===== src/rtl/exc_ctrl_if.sv =====
// Memory-stage handshake and fetch redirect channel for exc_ctrl.
// The master drives the instruction/event stream; the slave (exc_ctrl) drives the redirect.
interface exc_ctrl_if;
  logic        m_valid;
  logic        m_ready;
  logic [31:0] m_pc;
  logic        m_in_delay;
  logic [15:0] m_exc;
  logic [31:0] m_badvaddr;
  logic        m_eret;
  logic        redirect_valid;
  logic [31:0] redirect_pc;
  logic        redirect_ready;

  modport master (
    output m_valid, m_pc, m_in_delay, m_exc, m_badvaddr, m_eret, redirect_ready,
    input  m_ready, redirect_valid, redirect_pc
  );

  modport slave (
    input  m_valid, m_pc, m_in_delay, m_exc, m_badvaddr, m_eret, redirect_ready,
    output m_ready, redirect_valid, redirect_pc
  );
endinterface


===== src/rtl/exc_ctrl.sv =====
// Exception/interrupt/eret commit controller: IDLE -> COMMIT (one cycle) -> REDIRECT.
// Define EXC_TLB_REFILL_VEC_EN to route TLB refills (SR_EXL=0) to offset 0x000.
module exc_ctrl #(
  parameter logic [31:0] RESET_VEC = 32'hBFC0_0000
) (
  input  logic        clk,
  input  logic        resetn,
  exc_ctrl_if.slave   bus,
  input  logic        allow_int,
  input  logic [7:0]  interrupt_flag,
  input  logic        SR_BEV,
  input  logic        SR_EXL,
  input  logic        CAUSE_IV,
  input  logic [31:0] ebase,
  input  logic [31:0] epc,
  output logic        en_exp,
  output logic        exp_bd,
  output logic [31:0] exp_epc,
  output logic [4:0]  ExcCode,
  output logic [31:0] exp_badvaddr,
  output logic        exp_badvaddr_we,
  output logic        clear_exl,
  output logic        flush
);

  typedef enum logic [1:0] {IDLE, COMMIT, REDIRECT} state_t;
  typedef enum logic [1:0] {EV_NONE, EV_INT, EV_EXC, EV_ERET} ev_t;

  state_t      state, state_nxt;
  ev_t         ev_d, ev_q;
  logic [3:0]  exc_idx_d, exc_idx_q;
  logic [31:0] pc_q, badvaddr_q, ebase_q, epc_q;
  logic        in_delay_q, bev_q, exl_q, iv_q;
  logic        transfer, take;
  logic [4:0]  exc_code;
  logic [31:0] vec_base, vec_off, target;

  // Interrupt beats every m_exc bit; lowest m_exc index beats higher ones; eret last.
  always_comb begin
    ev_d      = EV_NONE;
    exc_idx_d = '0;
    if (allow_int && |interrupt_flag) begin
      ev_d = EV_INT;
    end else if (|bus.m_exc) begin
      ev_d = EV_EXC;
      for (int unsigned i = 16; i > 0; i--) begin
        if (bus.m_exc[i-1]) exc_idx_d = 4'(i-1);
      end
    end else if (bus.m_eret) begin
      ev_d = EV_ERET;
    end
  end

  assign transfer = bus.m_valid && bus.m_ready;
  assign take     = (state == IDLE) && transfer && (ev_d != EV_NONE);

  always_ff @(posedge clk or negedge resetn) begin
    if (!resetn) state <= IDLE;
    else         state <= state_nxt;
  end

  always_comb begin
    state_nxt = state;
    case (state)
      IDLE:     if (take) state_nxt = COMMIT;
      COMMIT:   state_nxt = REDIRECT;
      REDIRECT: if (bus.redirect_ready) state_nxt = IDLE;
      default:  state_nxt = IDLE;
    endcase
  end

  always_ff @(posedge clk or negedge resetn) begin
    if (!resetn) begin
      ev_q       <= EV_NONE;
      exc_idx_q  <= '0;
      pc_q       <= '0;
      badvaddr_q <= '0;
      ebase_q    <= '0;
      epc_q      <= '0;
      in_delay_q <= 1'b0;
      bev_q      <= 1'b0;
      exl_q      <= 1'b0;
      iv_q       <= 1'b0;
    end else if (take) begin
      ev_q       <= ev_d;
      exc_idx_q  <= exc_idx_d;
      pc_q       <= bus.m_pc;
      badvaddr_q <= bus.m_badvaddr;
      ebase_q    <= ebase;
      epc_q      <= epc;
      in_delay_q <= bus.m_in_delay;
      bev_q      <= SR_BEV;
      exl_q      <= SR_EXL;
      iv_q       <= CAUSE_IV;
    end
  end

  always_comb begin
    case (exc_idx_q)
      4'd0, 4'd9:                exc_code = 5'd4;
      4'd1, 4'd2, 4'd11, 4'd13:  exc_code = 5'd2;
      4'd3:                      exc_code = 5'd10;
      4'd4:                      exc_code = 5'd11;
      4'd5:                      exc_code = 5'd12;
      4'd6:                      exc_code = 5'd13;
      4'd7:                      exc_code = 5'd8;
      4'd8:                      exc_code = 5'd9;
      4'd10:                     exc_code = 5'd5;
      4'd12, 4'd14:              exc_code = 5'd3;
      default:                   exc_code = 5'd1;
    endcase
  end

  assign vec_base = bev_q ? (RESET_VEC + 32'h200) : ebase_q;

`ifdef EXC_TLB_REFILL_VEC_EN
  logic refill;
  assign refill = (ev_q == EV_EXC) && !exl_q &&
                  ((exc_idx_q == 4'd1) || (exc_idx_q == 4'd11) || (exc_idx_q == 4'd12));
  assign vec_off = refill ? 32'h000 : ((ev_q == EV_INT) && iv_q) ? 32'h200 : 32'h180;
`else
  assign vec_off = ((ev_q == EV_INT) && iv_q) ? 32'h200 : 32'h180;
`endif

  assign target = (ev_q == EV_ERET) ? epc_q : (vec_base + vec_off);

  always_comb begin
    bus.m_ready        = (state == IDLE);
    bus.redirect_valid = 1'b0;
    bus.redirect_pc    = '0;
    en_exp             = 1'b0;
    exp_bd             = 1'b0;
    exp_epc            = '0;
    ExcCode            = '0;
    exp_badvaddr       = '0;
    exp_badvaddr_we    = 1'b0;
    clear_exl          = 1'b0;
    flush              = 1'b0;
    case (state)
      COMMIT: begin
        flush = 1'b1;
        if (ev_q == EV_ERET) begin
          clear_exl = 1'b1;
        end else begin
          en_exp  = 1'b1;
          exp_bd  = in_delay_q;
          exp_epc = exl_q ? epc_q : (in_delay_q ? pc_q - 32'd4 : pc_q);
          if (ev_q == EV_EXC) begin
            ExcCode = exc_code;
            if (exc_idx_q <= 4'd2) begin
              exp_badvaddr_we = 1'b1;
              exp_badvaddr    = pc_q;
            end else if (exc_idx_q >= 4'd9) begin
              exp_badvaddr_we = 1'b1;
              exp_badvaddr    = badvaddr_q;
            end
          end
        end
      end
      REDIRECT: begin
        bus.redirect_valid = 1'b1;
        bus.redirect_pc    = target;
      end
      default: ;
    endcase
  end

endmodule


===== src/flat_wrapper.sv =====
// flat-port wrapper written by rule: the top's interface ports become plain ports
module exc_ctrl_flat 
#(
  parameter logic [31:0] RESET_VEC = 32'hBFC0_0000
)
  (clk, resetn, allow_int, interrupt_flag, SR_BEV, SR_EXL, CAUSE_IV, ebase, epc, en_exp, exp_bd, exp_epc, ExcCode, exp_badvaddr, exp_badvaddr_we, clear_exl, flush, bus_m_valid, bus_m_pc, bus_m_in_delay, bus_m_exc, bus_m_badvaddr, bus_m_eret, bus_redirect_ready, bus_m_ready, bus_redirect_valid, bus_redirect_pc);
  exc_ctrl_if bus_i ();
  input  logic clk;
  input  logic resetn;
  input  logic allow_int;
  input  logic [7:0] interrupt_flag;
  input  logic SR_BEV;
  input  logic SR_EXL;
  input  logic CAUSE_IV;
  input  logic [31:0] ebase;
  input  logic [31:0] epc;
  output logic en_exp;
  output logic exp_bd;
  output logic [31:0] exp_epc;
  output logic [4:0] ExcCode;
  output logic [31:0] exp_badvaddr;
  output logic exp_badvaddr_we;
  output logic clear_exl;
  output logic flush;
  input wire logic [$bits(bus_i.m_valid)-1:0] bus_m_valid;
  input wire logic [$bits(bus_i.m_pc)-1:0] bus_m_pc;
  input wire logic [$bits(bus_i.m_in_delay)-1:0] bus_m_in_delay;
  input wire logic [$bits(bus_i.m_exc)-1:0] bus_m_exc;
  input wire logic [$bits(bus_i.m_badvaddr)-1:0] bus_m_badvaddr;
  input wire logic [$bits(bus_i.m_eret)-1:0] bus_m_eret;
  input wire logic [$bits(bus_i.redirect_ready)-1:0] bus_redirect_ready;
  output wire logic [$bits(bus_i.m_ready)-1:0] bus_m_ready;
  output wire logic [$bits(bus_i.redirect_valid)-1:0] bus_redirect_valid;
  output wire logic [$bits(bus_i.redirect_pc)-1:0] bus_redirect_pc;
  assign bus_i.m_valid = bus_m_valid;
  assign bus_i.m_pc = bus_m_pc;
  assign bus_i.m_in_delay = bus_m_in_delay;
  assign bus_i.m_exc = bus_m_exc;
  assign bus_i.m_badvaddr = bus_m_badvaddr;
  assign bus_i.m_eret = bus_m_eret;
  assign bus_i.redirect_ready = bus_redirect_ready;
  assign bus_m_ready = bus_i.m_ready;
  assign bus_redirect_valid = bus_i.redirect_valid;
  assign bus_redirect_pc = bus_i.redirect_pc;
  exc_ctrl #(.RESET_VEC(RESET_VEC)) u_core (.clk(clk), .resetn(resetn), .bus(bus_i), .allow_int(allow_int), .interrupt_flag(interrupt_flag), .SR_BEV(SR_BEV), .SR_EXL(SR_EXL), .CAUSE_IV(CAUSE_IV), .ebase(ebase), .epc(epc), .en_exp(en_exp), .exp_bd(exp_bd), .exp_epc(exp_epc), .ExcCode(ExcCode), .exp_badvaddr(exp_badvaddr), .exp_badvaddr_we(exp_badvaddr_we), .clear_exl(clear_exl), .flush(flush));
endmodule

===== config.mk =====
export PLATFORM = sky130hd
export DESIGN_NAME = exc_ctrl_flat
export DESIGN_NICKNAME = d
export VERILOG_FILES = /design/src/rtl/exc_ctrl_if.sv /design/src/rtl/exc_ctrl.sv /design/src/flat_wrapper.sv
export SDC_FILE = /design/constraint.sdc
export NUM_CORES = 1
export LEC_CHECK = 0
export CORE_ASPECT_RATIO = 1.75
export CORE_MARGIN = 3
export CORE_UTILIZATION = 42
export DETAILED_ROUTE_END_ITERATION = 8
export PLACE_DENSITY_LB_ADDON = 0.15
export SLEW_MARGIN = 20
export SYNTH_ARGS = -nofsm -noshare
export SYNTH_HDL_FRONTEND = slang
export SYNTH_SLANG_ARGS = --single-unit

===== constraint.sdc =====
create_clock -name clk -period 3.2 [get_ports clk]
set_input_delay 0.32 -clock clk [delete_from_list [all_inputs] [get_ports clk]]
set_output_delay 0.32 -clock clk [all_outputs]
set_load 0.1 [all_outputs]

Yosys cells after proc, flatten, opt, wreduce, memory -nomap -nowiden
Memory sizes are Yosys's and may differ from the RTL's.
Cells that the tools add are included.
{"block": "totals", "regBits": 140, "romBits": 64, "input_bits": 162, "output_inout_bits": 108, "elab_cells": 86, "n_memories": 1}
{"name": "(no name shown)", "depth": 16, "word_bits": 4, "read_ports": 1, "rd_clocked_by_memory_dff": 0, "wr": 0, "line": "exc_ctrl.sv:99", "rtl": "case (exc_idx_q)"}
{"block": "op_classes", "addsub": 2, "n_lt_le_gt_ge": 2, "n_eq_ne": 7, "mux": 53, "reduce_logical": 10}
{"cell": "$mux W32", "n": 12}
{"cell": "$mux W4", "n": 18}
{"cell": "$add A32 B32 Y32", "n": 1}
{"cell": "$sub A32 B3 Y32 const B", "n": 1}
{"cell": "$reduce_or A16 Y1", "n": 1}
{"cell": "$mux W5", "n": 3}
{"cell": "$mux W1", "n": 13}
{"cell": "$mux W10", "n": 1}
{"cell": "$mux W2", "n": 5}
{"cell": "$reduce_or A8 Y1", "n": 1}
{"cell": "$eq A2 B2 Y1 const B", "n": 3}
{"cell": "$pmux W2 S3", "n": 1}
{"cell": "$logic_and A1 B1 Y1", "n": 5}
{"cell": "$eq A2 B1 Y1 const B", "n": 2}
{"cell": "$ge A4 B4 Y1 const B", "n": 1}
{"cell": "$le A4 B2 Y1 const B", "n": 1}
{"cell": "$ne A2 B2 Y1 const B", "n": 2}
{"cell": "$logic_not A2 Y1", "n": 1}
{"cell": "$reduce_and A2 Y1", "n": 1}
{"cell": "$reduce_bool A2 Y1", "n": 1}

Logic depth before layout (Yosys ltp)
Gate-level depths: netlist of run 1.
{"block": "logic_depth", "ltp_word": 18, "ltp_mapped": 12, "depth_no_buf": 9}

Worst setup path before layout of run 1
No wires, ideal clock.
{"block": "synth_timing", "kind": "flip-flop to output port", "startpoint": "register u_core.bev_q", "endpoint": "output port bus_redirect_pc[19]", "arrival_time_ns": 4.883, "required_ns": 2.880, "path_slack_ns": -2.003, "path_stages_with_launch": 12, "path_buffers": 3, "cell_sequence": "dfrtp_1 > clkbuf_1 > clkbuf_1 > clkbuf_1 > nor2b_1 > ha_1 > inv_1 > fa_1 > nor2b_1 > o2111ai_1 > or3_1 > a311oi_1"}
{"block": "synth_via", "elab_chain_len": 4}
{"item": "start: declaration", "line": "exc_ctrl.sv:33", "rtl": "logic in_delay_q, bev_q, exl_q, iv_q;"}
{"item": "start signal: assignment", "line": "exc_ctrl.sv:81", "rtl": "bev_q <= 1'b0;"}
{"item": "start signal: assignment", "line": "exc_ctrl.sv:92", "rtl": "bev_q <= SR_BEV;"}
{"item": "$mux W32", "line": "exc_ctrl.sv:114", "rtl": "assign vec_base = bev_q ? (RESET_VEC + 32'h200) : ebase_q;"}
{"item": "$add A32 B32 Y32", "line": "exc_ctrl.sv:125", "rtl": "assign target = (ev_q == EV_ERET) ? epc_q : (vec_base + vec_off);"}
{"item": "$mux W32", "line": "exc_ctrl.sv:125"}
{"item": "$mux W32", "line": "exc_ctrl.sv:139", "rtl": "case (state)"}
{"item": "end: declaration", "line": "flat_wrapper.sv:34", "rtl": "output wire logic [$bits(bus_i.redirect_pc)-1:0] bus_redirect_pc;"}
Every way passes these cells.

Final worst setup path of run 1
{"block": "layout_timing", "startpoint": "register u_core.ev_q[0]", "endpoint": "output port bus_redirect_pc[19]"}
{"block": "layout_via", "elab_chain_len": 6, "elab_cells_between_ends": 7, "classes_between": "add/sub: 1; eq/ne: 2; mux: 3; reduce/logical: 1"}
{"item": "start: declaration", "line": "exc_ctrl.sv:30", "rtl": "ev_t ev_d, ev_q;"}
{"item": "start signal: assignment", "line": "exc_ctrl.sv:85", "rtl": "ev_q <= ev_d;"}
{"item": "$eq A2 B1 Y1", "line": "exc_ctrl.sv:122", "rtl": "assign vec_off = ((ev_q == EV_INT) && iv_q) ? 32'h200 : 32'h180;"}
{"item": "$logic_and A1 B1 Y1", "line": "exc_ctrl.sv:122"}
{"item": "$mux W10", "line": "exc_ctrl.sv:122"}
{"item": "$add A32 B32 Y32", "line": "exc_ctrl.sv:125"}
{"item": "$mux W32 *", "line": "exc_ctrl.sv:125"}
{"item": "$mux W32 *", "line": "exc_ctrl.sv:139"}
Mark *: on every way between the ends. The rest lies on a longest branch, timed or not.

==> results.sh, run 1 <==
export IMPL_status="complete, but fails checks"
export IMPL_violations="setup timing"
export IMPL_synthFlopType="dfrtp_1"
export IMPL_worstSetupStartpointType="flop"
export IMPL_grt_pass1_wl_mm=43.0
export IMPL_synthDistinctLibCells=65
export IMPL_fp_dieW_um=112
export IMPL_worstMarginPinSlew_ns=0.844
export IMPL_cp_buffers_inverters=3
export IMPL_slew_violations=0
export IMPL_crit_slowest_cell="dfrtp_1"
export IMPL_post_route_period_util_pct=106
export IMPL_dp_hpwl_mm=20.1
export IMPL_synth_simple_area_share_pct=17.0
export IMPL_path_clk_slew_ns=0.06
export IMPL_cp_arrival_ns=3.08
export IMPL_crit_family="simple AND/OR/NAND/NOR gates"
export IMPL_drtAntennaViolNets=0
export IMPL_wirelength_mm=27.6
export IMPL_synth_xor_area_share_pct=4.57
export IMPL_ir_drop_v=0.000717
export IMPL_whs_path_depth=2
export IMPL_nets=1292
export IMPL_slew_limit_headroom_pct=42.3
export IMPL_synth_top_family_by_area="multiplexers"
export IMPL_ys_seq_elements=140
export IMPL_reg2reg_slack_ns=1.08
export IMPL_cts_buffer_depth=2
export IMPL_most_common_layout_cells="clkdlybuf4s50_1, dfrtp_1, buf_12"
export IMPL_critical_path_depth=10
export IMPL_design_portCount=270
export IMPL_die_area_um2=21400
export IMPL_fin_ws_ns=-0.200
export IMPL_num_rows=67
export IMPL_cts_inserted_buffers=17
export IMPL_antenna_found_initial=1
export IMPL_synth_nets=1008
export IMPL_rsz0062_at_grt="yes"
export IMPL_finalClockSkew_ns=0.00403
export IMPL_via_per_inst=5.51
export IMPL_critPathMaxFanout=5
export IMPL_grt_ovfl_total=0
export IMPL_ff2ff_path_depth=5
export IMPL_core_area_um2=19200
export IMPL_place_gp_congestion=0.892
export IMPL_synthCells=837
export IMPL_avgRoutedWirePerCell_um=20.1
export IMPL_grt_max_degree=77
export IMPL_timing_rr_end="u_core.exc_idx_q[1]"
export IMPL_endpoint_kind="primary output"
export IMPL_area_growth_pct=69.8
export IMPL_initial_utilization_pct=42.9
export IMPL_synth_area_um2=8240
export IMPL_vias=7576
export IMPL_worst_hold_path_type="in -> reg"
export IMPL_io_buffers=268
export IMPL_slowest_delay_ns=0.38
export IMPL_period_minus_slack_ns=3.40
export IMPL_drtIter0Drc=318
export IMPL_fmax_ghz=0.294
export IMPL_worstPathCellList="nand3b_1 -> ha_2 -> inv_2 -> fa_2 -> nor2b_4 -> o2111ai_4 -> buf_6 -> or3_4 -> a311oi_4 -> buf_12"
export IMPL_htree_levels=4
export IMPL_drc=0
export IMPL_synth_compound_area_share_pct=11.4
export IMPL_finalHoldViolCount=0
export IMPL_critPathKind="reg -> out"
export IMPL_syn_avg_cell_area_um2=9.84
export IMPL_die_h_um=191
export IMPL_final_common_cell="clkdlybuf4s50_1"
export IMPL_min_delay_start="ebase[0]"
export IMPL_leakage_uw=0.00551
export IMPL_synth_warnings=0
export IMPL_grt_usage_pct=25.7
export IMPL_required_ns=2.88
export IMPL_cts_tree="done"
export IMPL_muxShareOfSynthArea_pct=18.9
export IMPL_pre_cts_ws_ns=0.131
export IMPL_root_buffer="clkbuf_16"
export IMPL_clock_latency_ns=0.43
export IMPL_p_per_area_nw_per_um2=1060
export IMPL_drv_cap=0
export IMPL_r2r_start="u_core.state[1]"
export IMPL_cts_sinks=140
export IMPL_drive_gt1_share_pct=33.2
export IMPL_synth_adder_area_share_pct=1.46
export IMPL_grt_pass1_vias=7881
export IMPL_seq_area_frac_synth_pct=42.5
export IMPL_hold_path_end="u_core.ebase_q[0]"
export IMPL_synth_edf_count=0
export IMPL_hold_ws_ns=0.475
export IMPL_dr_pass1_iters=5
export IMPL_setup_viol=9
export IMPL_synth_async_reset_ratio_pct=100
logic make-up (layout without fill, tap and decap cells):
group / Yosys count / after routing
buffers and inverters: 71 / 367
multiplexers: 139 / 139
AO/OA/AOI/OAI: 157 / 157
flip-flops: 140 / 140
XOR/XNOR: 43 / 43
AND/OR/NAND/NOR: 277 / 278
other: 1 / 2
adder cells (fa/ha/maj): 9 / 9
Yosys cell counts (all sizes together), types with 10 or more instances:
cell type  count  area (µm²)
buf           21         148
mux2         132        1490
xor2          11        96.3
nor3          15        75.1
nand2         99         372
nor2          60         225
o21ai         32         160
dfrtp        140        3500
or3           11        73.8
a211oi        14         105
clkbuf        32         120
inv           17        63.8
a21oi         74         370
or4           10        78.8
nor4          19         156
xnor2         32         280
worst reg2reg max path: cells and delay by family (launching register included):
kind	cells	cell delay (ns)
AOI/OAI and AO/OA	2	0.51
buffers and inverters	1	0.27
DFF	1	0.40
and+or+nand+nor	2	0.83
layer usage:
layer	GRT usage, %	part of all wire [%]	vias up
met5	0	0	-
met4	9.41	3.2	0
met3	5.76	5.0	46
met2	47.9	55	229
met1	28.1	37	3753
li1	-	-	3548
through the flow:
stage / total power, µW / setup TNS (ns) / util, % / std cells / cell area [µm²]
after floorplan: 9510 / -2.53 / - / 837 / 8900
after global placement: 12200 / 0 / 66.6 / 1314 / 12800
after detailed placement: 12400 / 0 / 66.6 / 1314 / 12800
after CTS: 14700 / -0.813 / 71.3 / 1365 / 13700
after global routing: 15600 / -2.54 / 72.9 / 1376 / 14000
final: 14900 / -0.991 / 72.9 / 1376 / 14000
worst max path at each step:
stage / from / endpoint / slack [ns]
after global routing: u_core.ev_q[0] / bus_redirect_pc[19] / -0.34
after floorplan: u_core.bev_q / bus_redirect_pc[19] / -0.51
after global placement: u_core.pc_q[10] / exp_epc[31] / 0.14
after CTS: u_core.bev_q / bus_redirect_pc[19] / -0.19
after detailed placement: u_core.ev_q[0] / bus_redirect_pc[27] / 0.13
final: u_core.ev_q[0] / bus_redirect_pc[19] / -0.20
flip-flops by register name (all words and copies together), names as in the netlist:
name               count
u_core.iv_q            1
u_core.pc_q           32
u_core.state           2
u_core.ebase_q        32
u_core.epc_q          32
u_core.in_delay_q      1
u_core.bev_q           1
u_core.ev_q            2
u_core.exl_q           1
u_core.badvaddr_q     32
u_core.exc_idx_q       4
power breakdown:
| part | total [µW] | leakage, µW | internal, µW | switching (µW) |
|---|---|---|---|---|
| clock | 2100 | 0.000312 | 1330 | 766 |
| sequential | 3590 | 0.00164 | 2670 | 918 |
| combinational | 9190 | 0.00357 | 3510 | 5680 |
| total | 14900 | 0.00551 | 7510 | 7370 |
final cells by class:
type,instances,area [µm²]
multi-input combinational,627,5360
fill,1358,5200
timing repair buffer,317,4130
sequential,140,3510
clock buffer,19,453
tap,241,302
clock inverter,13,171
inverter,18,73.8
antenna,1,2.50
timing repair:
item,4_1_cts,5_1_grt
endpoints found under the hold margin,75,0
cloned,0,1
gates resized for setup,27,44
pin swaps,23,28
setup buffers,18,9
setup endpoints to repair,21,33
hold buffers,1,0
Note: power is estimated with default switching activity, not from simulation.
==> inputs of run 2 (changes only) <==
==> constraint.sdc (replaced) <==
create_clock -name clk -period 2.8 [get_ports clk]
set_input_delay 0.28 -clock clk [delete_from_list [all_inputs] [get_ports clk]]
set_output_delay 0.28 -clock clk [all_outputs]
set_load 0.1 [all_outputs]
==> run 2 against run 1 <==
Against the previous run: the flow still finishes with violations (setup timing); final cell count increased by 4.4%; die area is the same; routed wire length is 4.3% higher; first-iteration DRC count rose by 7.9%.
==> results.sh, run 2 (synthesized netlist as in run 1, its figures left out) <==
export IMPL_final_cells=1437
export IMPL_die_area_um2=21400
export IMPL_reg2reg_slack_ns=0.97
export IMPL_period_minus_slack_ns=3.23
export IMPL_ir_drop_v=0.00123
export IMPL_worstMarginPinSlew_ns=0.804
export IMPL_finalHoldViolCount=0
export IMPL_grt_use_met2_pct=47.0
export IMPL_path_clk_slew_ns=0.06
export IMPL_antenna_found_initial=2
export IMPL_fin_ws_ns=-0.428
export IMPL_htree_levels=4
export IMPL_critPathMaxFanout=5
export IMPL_finalClockSkew_ns=0.00709
export IMPL_use_met1_pct=30.0
export IMPL_final_common_cell="clkdlybuf4s50_1"
export IMPL_drive_gt1_share_pct=40.5
export IMPL_io_buffers=268
export IMPL_num_rows=67
export IMPL_worstSetupStartpointType="flop"
export IMPL_setup_viol=46
export IMPL_avgRoutedWirePerCell_um=20.1
export IMPL_post_route_period_util_pct=115
export IMPL_grt_max_degree=76
export IMPL_p_per_area_nw_per_um2=1180
export IMPL_cts_sinks=140
export IMPL_crit_slowest_cell="dfrtp_1"
export IMPL_dp_hpwl_mm=20.8
export IMPL_grt_util_met3_pct=5.89
export IMPL_worstPathCellList="nor2b_2 -> ha_2 -> inv_2 -> fa_2 -> nor2b_4 -> o2111ai_4 -> buf_6 -> buf_4 -> nor3_2 -> xnor2_1 -> a22o_4 -> buf_12"
export IMPL_vias=7881
export IMPL_critPathKind="reg -> out"
export IMPL_whs_path_depth=2
export IMPL_leakage_uw=0.00601
export IMPL_die_h_um=191
export IMPL_cts_tree="done"
export IMPL_violations="setup timing"
export IMPL_fp_dieW_um=112
export IMPL_most_common_layout_cells="clkdlybuf4s50_1, dfrtp_1, buf_12"
export IMPL_slew_violations=0
export IMPL_grt_busiest_layer="met2"
export IMPL_drtIter0Drc=343
export IMPL_place_gp_congestion=0.873
export IMPL_clock_latency_ns=0.44
export IMPL_drtAntennaViolNets=0
export IMPL_slowest_delay_ns=0.41
export IMPL_nets=1350
export IMPL_worst_hold_path_type="in -> reg"
export IMPL_design_portCount=270
export IMPL_dp_cells=1352
export IMPL_ff2ff_path_depth=6
export IMPL_drv_cap=0
export IMPL_grt_pass1_vias=8320
export IMPL_endpoint_kind="primary output"
export IMPL_pre_cts_ws_ns=0.0125
export IMPL_via_per_inst=5.48
export IMPL_cp_buffers_inverters=4
export IMPL_crit_family="adder cells"
export IMPL_grt_ovfl_total=0
export IMPL_cts_inserted_buffers=17
export IMPL_dr_pass1_iters=5
export IMPL_core_area_um2=19200
export IMPL_rsz0062_at_grt="yes"
export IMPL_fmax_ghz=0.310
export IMPL_final_cell_area_um2=15200
export IMPL_grt_usage_pct=26.5
export IMPL_cts_buffer_depth=2
export IMPL_hold_path_end="u_core.ebase_q[25]"
export IMPL_root_buffer="clkbuf_16"
export IMPL_drc=0
export IMPL_r2r_start="u_core.state[0]"
export IMPL_wirelength_mm=28.8
export IMPL_timing_rr_end="u_core.exc_idx_q[1]"
export IMPL_grt_pass1_wl_mm=44.9
export IMPL_placed_area_um2=13600
export IMPL_status="complete, but fails checks"
export IMPL_min_delay_start="ebase[25]"
export IMPL_cp_arrival_ns=2.95
export IMPL_area_growth_pct=85.0
export IMPL_required_ns=2.52
export IMPL_initial_utilization_pct=42.9
export IMPL_slew_limit_headroom_pct=45.0
-- run 2: cell types whose count changed in the layout (fill, tap and decap cells not counted), moves of 5 or more --
cell / previous run / this run
xnor2_2: 7 / 19
a21oi_4: 10 / 50
a21oi_2: 40 / 14
clkinvlp_4: 2 / 8
buf_4: 43 / 78
nor3_1: 11 / 3
a21oi_1: 24 / 10
buf_12: 105 / 110
nor3_4: 3 / 10
nor2_4: 2 / 9
xnor2_1: 25 / 11
buf_6: 8 / 23
-- run 2: where the power goes --
part / leakage [µW] / internal [µW] / switching (µW)
Combinational: 0.00411 / 4650 / 7220
Clock: 0.000257 / 1210 / 891
Sequential: 0.00164 / 3050 / 967
-- run 2: final cells by class --
cell class / instances / area, µm²
clock buffers: 17 / 425
flip-flops and latches: 140 / 3500
fillers: 1135 / 3950
diodes: 4 / 10.0
inverters: 18 / 77.6
multi-input cells: 626 / 6070
repair buffers: 376 / 4730
well taps: 241 / 302
clock inverters: 15 / 126
-- run 2: through the flow --
stage | TNS [ns] | hold WS [ns] | utilization, % | power [µW]
finish | -10.86 | 0.435 | 79.4 | 18000
global route | -14.81 | 0.424 | 79.4 | 18800
CTS | -11.02 | 0.421 | 78.0 | 17600
detailed placement | 0 | 0.365 | 70.7 | 14900
global placement | 0 | 0.361 | 70.7 | 14700
floorplan | -7.52 | -0.0156 | - | 11300
-- run 2: worst max path at each step --
stage | end | startpoint | cells after the start | slack (ns)
after floorplan | bus_redirect_pc[19] | u_core.bev_q | 11 | -0.72
after global placement | u_core.ebase_q[26] | interrupt_flag[5] | 7 | 0.10
after detailed placement | bus_redirect_pc[31] | u_core.bev_q | 11 | 0.01
after CTS | bus_redirect_pc[31] | u_core.bev_q | 11 | -0.45
after global routing | bus_redirect_pc[29] | u_core.ev_q[1] | 12 | -0.52
final | bus_redirect_pc[23] | u_core.bev_q | 12 | -0.43
-- run 2: timing repair --
action,CTS,global route
pin swaps,55,60
hold buffers,1,0
gates cloned,1,0
resized for setup,84,48
endpoints found under the setup margin,60,48
buffers inserted,40,11
endpoints found under the hold margin,73,0
-- run 2: metal layers --
layer / vias to the layer above / share of wire, %
li1: 3680 / -
met1: 3903 / 37
met2: 246 / 54
met3: 52 / 5.5
met4: 0 / 3.4
met5: - / 0
